## src/rtl/tone_burst_gen.sv

```systemverilog
// ============================================================================
// Module      : tone_burst_gen
// Description : Square-wave tone-burst generator for a differential
//               transducer drive. It produces a burst, then a post-burst
//               holdoff, then a one-clock completion pulse.
// Revision    : 1.0
// ============================================================================
`default_nettype none

module tone_burst_gen #(
    parameter int DIV_W  = 16,
    parameter int CNT_W  = 8,
    parameter int HOLD_W = 16
) (
    input  logic              clk,
    input  logic              rstn,
    input  logic              start,
    input  logic              abort,
    input  logic [DIV_W-1:0]  half_period,
    input  logic [CNT_W-1:0]  n_cycles,
    input  logic [HOLD_W-1:0] holdoff,
    output logic              wave_p,
    output logic              wave_n,
    output logic              busy,
    output logic              rx_blank,
    output logic              done
);

    localparam logic [1:0] c_idle    = 2'd0;
    localparam logic [1:0] c_burst   = 2'd1;
    localparam logic [1:0] c_holdoff = 2'd2;

    logic [1:0]        state_q,   state_d;
    logic [DIV_W-1:0]  lvl_q,     lvl_d;
    logic [CNT_W:0]    half_q,    half_d;
    logic [HOLD_W-1:0] hold_q,    hold_d;
    logic [DIV_W-1:0]  h_q,       h_d;
    logic [CNT_W-1:0]  n_q,       n_d;
    logic [HOLD_W-1:0] d_q,       d_d;
    logic              phase_q,   phase_d;
    logic              wave_p_q,  wave_p_d;
    logic              wave_n_q,  wave_n_d;
    logic              busy_q,    busy_d;
    logic              rx_blank_q, rx_blank_d;
    logic              done_q,    done_d;

    logic              w_accept;
    logic              w_done_evt;
    logic [CNT_W:0]    w_last_half;

    assign w_accept    = start && !abort && (half_period != '0) && (n_cycles != '0);
    assign w_last_half = {n_q, 1'b0};

    // State and counter registers
    always_ff @(posedge clk or negedge rstn) begin
        if (!rstn) begin
            state_q    <= c_idle;
            lvl_q      <= '0;
            half_q     <= '0;
            hold_q     <= '0;
            h_q        <= '0;
            n_q        <= '0;
            d_q        <= '0;
            phase_q    <= 1'b0;
            wave_p_q   <= 1'b0;
            wave_n_q   <= 1'b0;
            busy_q     <= 1'b0;
            rx_blank_q <= 1'b0;
            done_q     <= 1'b0;
        end else begin
            state_q    <= state_d;
            lvl_q      <= lvl_d;
            half_q     <= half_d;
            hold_q     <= hold_d;
            h_q        <= h_d;
            n_q        <= n_d;
            d_q        <= d_d;
            phase_q    <= phase_d;
            wave_p_q   <= wave_p_d;
            wave_n_q   <= wave_n_d;
            busy_q     <= busy_d;
            rx_blank_q <= rx_blank_d;
            done_q     <= done_d;
        end
    end

    // Next state: counters hold the 1-based position of the current clock
    always_comb begin
        state_d    = state_q;
        lvl_d      = lvl_q;
        half_d     = half_q;
        hold_d     = hold_q;
        h_d        = h_q;
        n_d        = n_q;
        d_d        = d_q;
        phase_d    = phase_q;
        w_done_evt = 1'b0;

        case (state_q)
            c_idle: begin
                if (w_accept) begin
                    state_d = c_burst;
                    h_d     = half_period;
                    n_d     = n_cycles;
                    d_d     = holdoff;
                    lvl_d   = DIV_W'(1);
                    half_d  = (CNT_W+1)'(1);
                    phase_d = 1'b1;
                end
            end
            c_burst: begin
                if (abort) begin
                    state_d = c_idle;
                    lvl_d   = '0;
                    half_d  = '0;
                    phase_d = 1'b0;
                end else if (lvl_q == h_q) begin
                    if (half_q == w_last_half) begin
                        lvl_d   = '0;
                        half_d  = '0;
                        phase_d = 1'b0;
                        if (d_q == '0) begin
                            state_d    = c_idle;
                            w_done_evt = 1'b1;
                        end else begin
                            state_d = c_holdoff;
                            hold_d  = HOLD_W'(1);
                        end
                    end else begin
                        lvl_d   = DIV_W'(1);
                        half_d  = half_q + (CNT_W+1)'(1);
                        phase_d = ~phase_q;
                    end
                end else begin
                    lvl_d = lvl_q + DIV_W'(1);
                end
            end
            c_holdoff: begin
                if (abort) begin
                    state_d = c_idle;
                    hold_d  = '0;
                end else if (hold_q == d_q) begin
                    state_d    = c_idle;
                    hold_d     = '0;
                    w_done_evt = 1'b1;
                end else begin
                    hold_d = hold_q + HOLD_W'(1);
                end
            end
            default: begin
                state_d = c_idle;
                lvl_d   = '0;
                half_d  = '0;
                hold_d  = '0;
                phase_d = 1'b0;
            end
        endcase
    end

    // Outputs are decoded from the next state so they register with zero lag
    always_comb begin
        busy_d     = (state_d != c_idle);
        rx_blank_d = (state_d != c_idle);
        wave_p_d   = (state_d == c_burst) &&  phase_d;
        wave_n_d   = (state_d == c_burst) && !phase_d;
        done_d     = w_done_evt;
    end

    assign wave_p   = wave_p_q;
    assign wave_n   = wave_n_q;
    assign busy     = busy_q;
    assign rx_blank = rx_blank_q;
    assign done     = done_q;

endmodule

`default_nettype wire

```

## config.mk

```make
export PLATFORM = sky130hd
export DESIGN_NAME = tone_burst_gen
export DESIGN_NICKNAME = d
export VERILOG_FILES = /design/src/rtl/tone_burst_gen.sv
export SDC_FILE = /design/constraint.sdc
export NUM_CORES = 1
export LEC_CHECK = 0
export CORE_UTILIZATION = 45
export DETAILED_ROUTE_END_ITERATION = 8
export GPL_TIMING_DRIVEN = 0
export PLACE_DENSITY = 0.68
export SYNTH_ARGS = -nofsm -noshare
export SYNTH_HDL_FRONTEND = slang
export SYNTH_SLANG_ARGS = --single-unit
```

## constraint.sdc

```tcl
create_clock -name clk -period 2 [get_ports clk]
set_input_delay 0.3 -clock clk [delete_from_list [all_inputs] [get_ports clk]]
set_output_delay 0.3 -clock clk [all_outputs]
set_load 0.1 [all_outputs]
```

==> impl_metrics.json <==
{
  "clock-sinks": 88,
  "r2r_slack_ps": -210,
  "hpwl_um": 8010,
  "synthToLayoutAreaGrowth_pct": 38.9,
  "multiInputGateArea_um2": 2890,
  "drive_gt1_share_pct": 36.2,
  "setup_tns_ps": -3610,
  "drtPass1Iterations": 5,
  "io_pins": 49,
  "min_period_ps": 2210,
  "routed_via_density": 5.77,
  "cp_max_fo": 10,
  "tightest_slew_ps": 961,
  "drv_cap": 0,
  "port_buffers": 48,
  "drv_slew": 0,
  "violations": "negative setup slack",
  "finClkSkew_ps": 15.9,
  "post_drt_wl_per_cell_um": 18.2,
  "clkTransAtPathRegs_ps": 90,
  "arrival_ps": 2470,
  "reg2regPathDepth": 7,
  "whs_ps": 437,
  "start_util_pct": 46.2,
  "clockRootBuffer": "clkbuf_8",
  "timing.fmax_mhz": 452,
  "synthCells": 457,
  "p_leak_nw": 2.64,
  "yosys_register_bits": 88,
  "drtIter0Drc": 214,
  "worstSetupPathType": "reg -> reg",
  "rows": 37,
  "cts_tree": "built",
  "ys.warnings.count": 0,
  "wirelength_um": 12700,
  "route.detailed.drc": 0,
  "grt-ovfl-total": 0,
  "syn_nets": 508,
  "setup_viol": 34,
  "regArea_um2": 2220,
  "power_density_nw_per_um2": 1050,
  "synth_edf_count": 0,
  "gp_congestion": 0.860,
  "min_period_over_period_pct": 111,
  "placed_area_um2": 5460,
  "cts_buffers": 9,
  "grt_pass1_wl_um": 20500,
  "final_nets": 609,
  "coreArea_um2": 10300,
  "outcome": "complete, but fails checks",
  "synthArstFlopShare_pct": 100,
  "maxSlewHeadroom_pct": 36.2,
  "placed_cells": 642,
  "worstSetupStartpointType": "register",
  "syn_area_per_cell_um2": 10.4,
  "dieWidth_um": 105,
  "ys_seq_area_share_pct": 46.4,
  "rsz0062_at_grt": "true",
  "worstPathRequired_ps": 2260,
  "ir_drop_mv": 0.614,
  "cts.path.max_buffers": 2,
  "fp.dieH_um": 105,
  "grt_pass1_vias": 4114,
  "hold_viol": 0,
  "r2r_end": "hold_q[2]$_DFFE_PN0P_",
  "synth_flop_cell": "dfrtp_1",
  "fin_ws_ps": -210,
  "antenna_found_initial": 0,
  "min_path_type": "in -> async",
  "fin_total_pwr_mw": 6.90,
  "layout.cells.non_filler": 699,
  "syn_area_um2": 4750,
  "via_count": 4030,
  "die_area_um2": 11000,
  "antenna_left": 0,
  "fin_area_um2": 6600,
  "fillCellCount": 800,
  "grt_max_degree": 52,
  "htreeDepth": 3,
  "diodes": 0,
  "worst_setup_path_end_kind": "register",
  "synth_cell_types": 50,
  "track_usage_pct": 23.4,
  "clk_latency_ps": 370,
  "r2r_start": "hold_q[11]$_DFFE_PN0P_"
}
==> cell usage after synthesis (2+ instances only) <==
cell	instances	area share, %
nand2b_1	8	1.1
mux2_2	40	9.5
o31ai_1	6	0.95
or3_1	8	1.1
nand4_1	19	2.5
a211oi_1	2	0.32
o2bb2ai_1	2	0.37
o22ai_1	4	0.53
nor2_1	32	2.5
nor4_1	14	1.8
a21oi_1	14	1.5
o21ai_0	19	2.0
a211o_1	12	2.2
inv_1	20	1.6
buf_1	2	0.16
ha_1	7	1.8
and2_1	4	0.53
clkbuf_1	11	0.87
xnor2_1	42	7.7
a22o_1	13	2.4
and4b_1	2	0.42
nand3_1	14	1.5
nor4_4	2	0.90
or2_2	2	0.26
dfrtp_1	88	46
buf_2	4	0.42
nor3_1	9	0.95
nor3b_1	3	0.47
or4_1	3	0.47
and3_1	3	0.40
nand2_1	21	1.7
o21ai_1	9	0.95
==> cell families (layout without fill, tap and decap cells) <==
kind of cell / Yosys count / in the layout / share of synthesized area [%]
AND/OR/NAND/NOR: 151 / 151 / 17.9
flip-flops: 88 / 88 / 46.4
buffers and inverters: 38 / 144 / 3.19
multiplexers: 41 / 41 / 9.69
XOR/XNOR: 43 / 43 / 7.93
AO/OA/AOI/OAI: 89 / 89 / 13.0
adder cells (fa/ha/maj): 7 / 7 / 1.84
==> worst max-delay path by stage <==
stage,cells after the start,to,slack [ps],from
finish,7,hold_q[2]$_DFFE_PN0P_,-210,hold_q[11]$_DFFE_PN0P_
global route,8,half_q[8]$_DFFE_PN0P_,-260,lvl_q[1]$_DFFE_PN0P_
CTS,8,hold_q[8]$_DFFE_PN0P_,-160,lvl_q[0]$_DFFE_PN0P_
detailed placement,8,lvl_q[4]$_DFFE_PN0P_,-850,n_cycles[1]
global placement,1,hold_q[10]$_DFFE_PN0P_,-2570,rstn
floorplan,7,hold_q[12]$_DFFE_PN0P_,-80,lvl_q[10]$_DFFE_PN0P_
==> layout make-up <==
type / count / area share (%)
multi-input cells: 331 / 43.8
flip-flops and latches: 88 / 33.6
repair buffers: 94 / 13.6
well taps: 136 / 2.58
clock buffers: 11 / 1.99
plain buffers: 14 / 1.99
clock inverters: 5 / 1.23
inverters: 20 / 1.14
==> where the power goes <==
| group | internal, mW | switching [mW] |
|---|---|---|
| Sequential | 2.25 | 0.446 |
| Combinational | 1.37 | 1.46 |
| Clock | 0.706 | 0.668 |
| Total | 4.32 | 2.58 |
==> layout by cell type, fill, tap and decap left out, types with 7 or more instances in the layout <==
master,netlist,layout
o21ai_1,9,15
inv_1,20,19
nor3_1,9,9
buf_6,0,13
a21oi_2,0,10
a22o_1,13,13
xnor2_1,42,32
nand3_1,14,11
nand2_1,21,21
clkbuf_8,0,11
buf_4,1,38
nand4_1,19,19
a211o_1,12,12
clkdlybuf4s50_1,0,41
xnor2_2,0,10
mux2_2,40,40
nor2_1,32,28
nor4_1,14,7
dfrtp_2,0,13
dfrtp_1,88,75
==> routing by layer <==
metal	vias to the layer above	track usage (%)	wire length [um]	part of all wire [%]
met5	-	0	0	0
met4	0	10.7	398	3.1
met3	35	2.93	522	4.1
met2	123	38.4	6420	51
met1	2001	31.1	5350	42
li1	1871	-	-	-
==> timing repair <==
| action | CTS | global route |
|---|---|---|
| pin swaps | 26 | 24 |
| resized for setup | 80 | 83 |
| gates cloned | 3 | 0 |
| buffers inserted | 30 | 11 |
| endpoints found under the setup margin | 93 | 75 |
| hold endpoints to repair | 37 | 0 |
| hold buffers | 1 | 0 |
==> critical path, cell delays in order (launching register included) <==
cell and delay, ps:
dfrtp_1 450, xnor2_1 260, nand4_1 180, nor4_4 390, nor3b_4 120, clkbuf_8 180
a211o_1 310, a22o_1 200
==> sequential cells by signal (all words and copies together), names as in the netlist <==
register and flops:
half_q 9, lvl_q 16, wave_p 1, wave_n 1, h_q 16, n_q 8, phase_q 1, done 1
rx_blank 1, hold_q 16, d_q 16, state_q 2
==> per-stage QoR <==
step	util [%]	worst slack, ps
2_1_floorplan	-	-81.8
3_3_place_gp	52.9	-2570
3_5_place_dp	53.1	-850
4_1_cts	60.4	-161
5_1_grt	64.2	-265
6_report	64.2	-210
(Power assumes the default switching activity.)
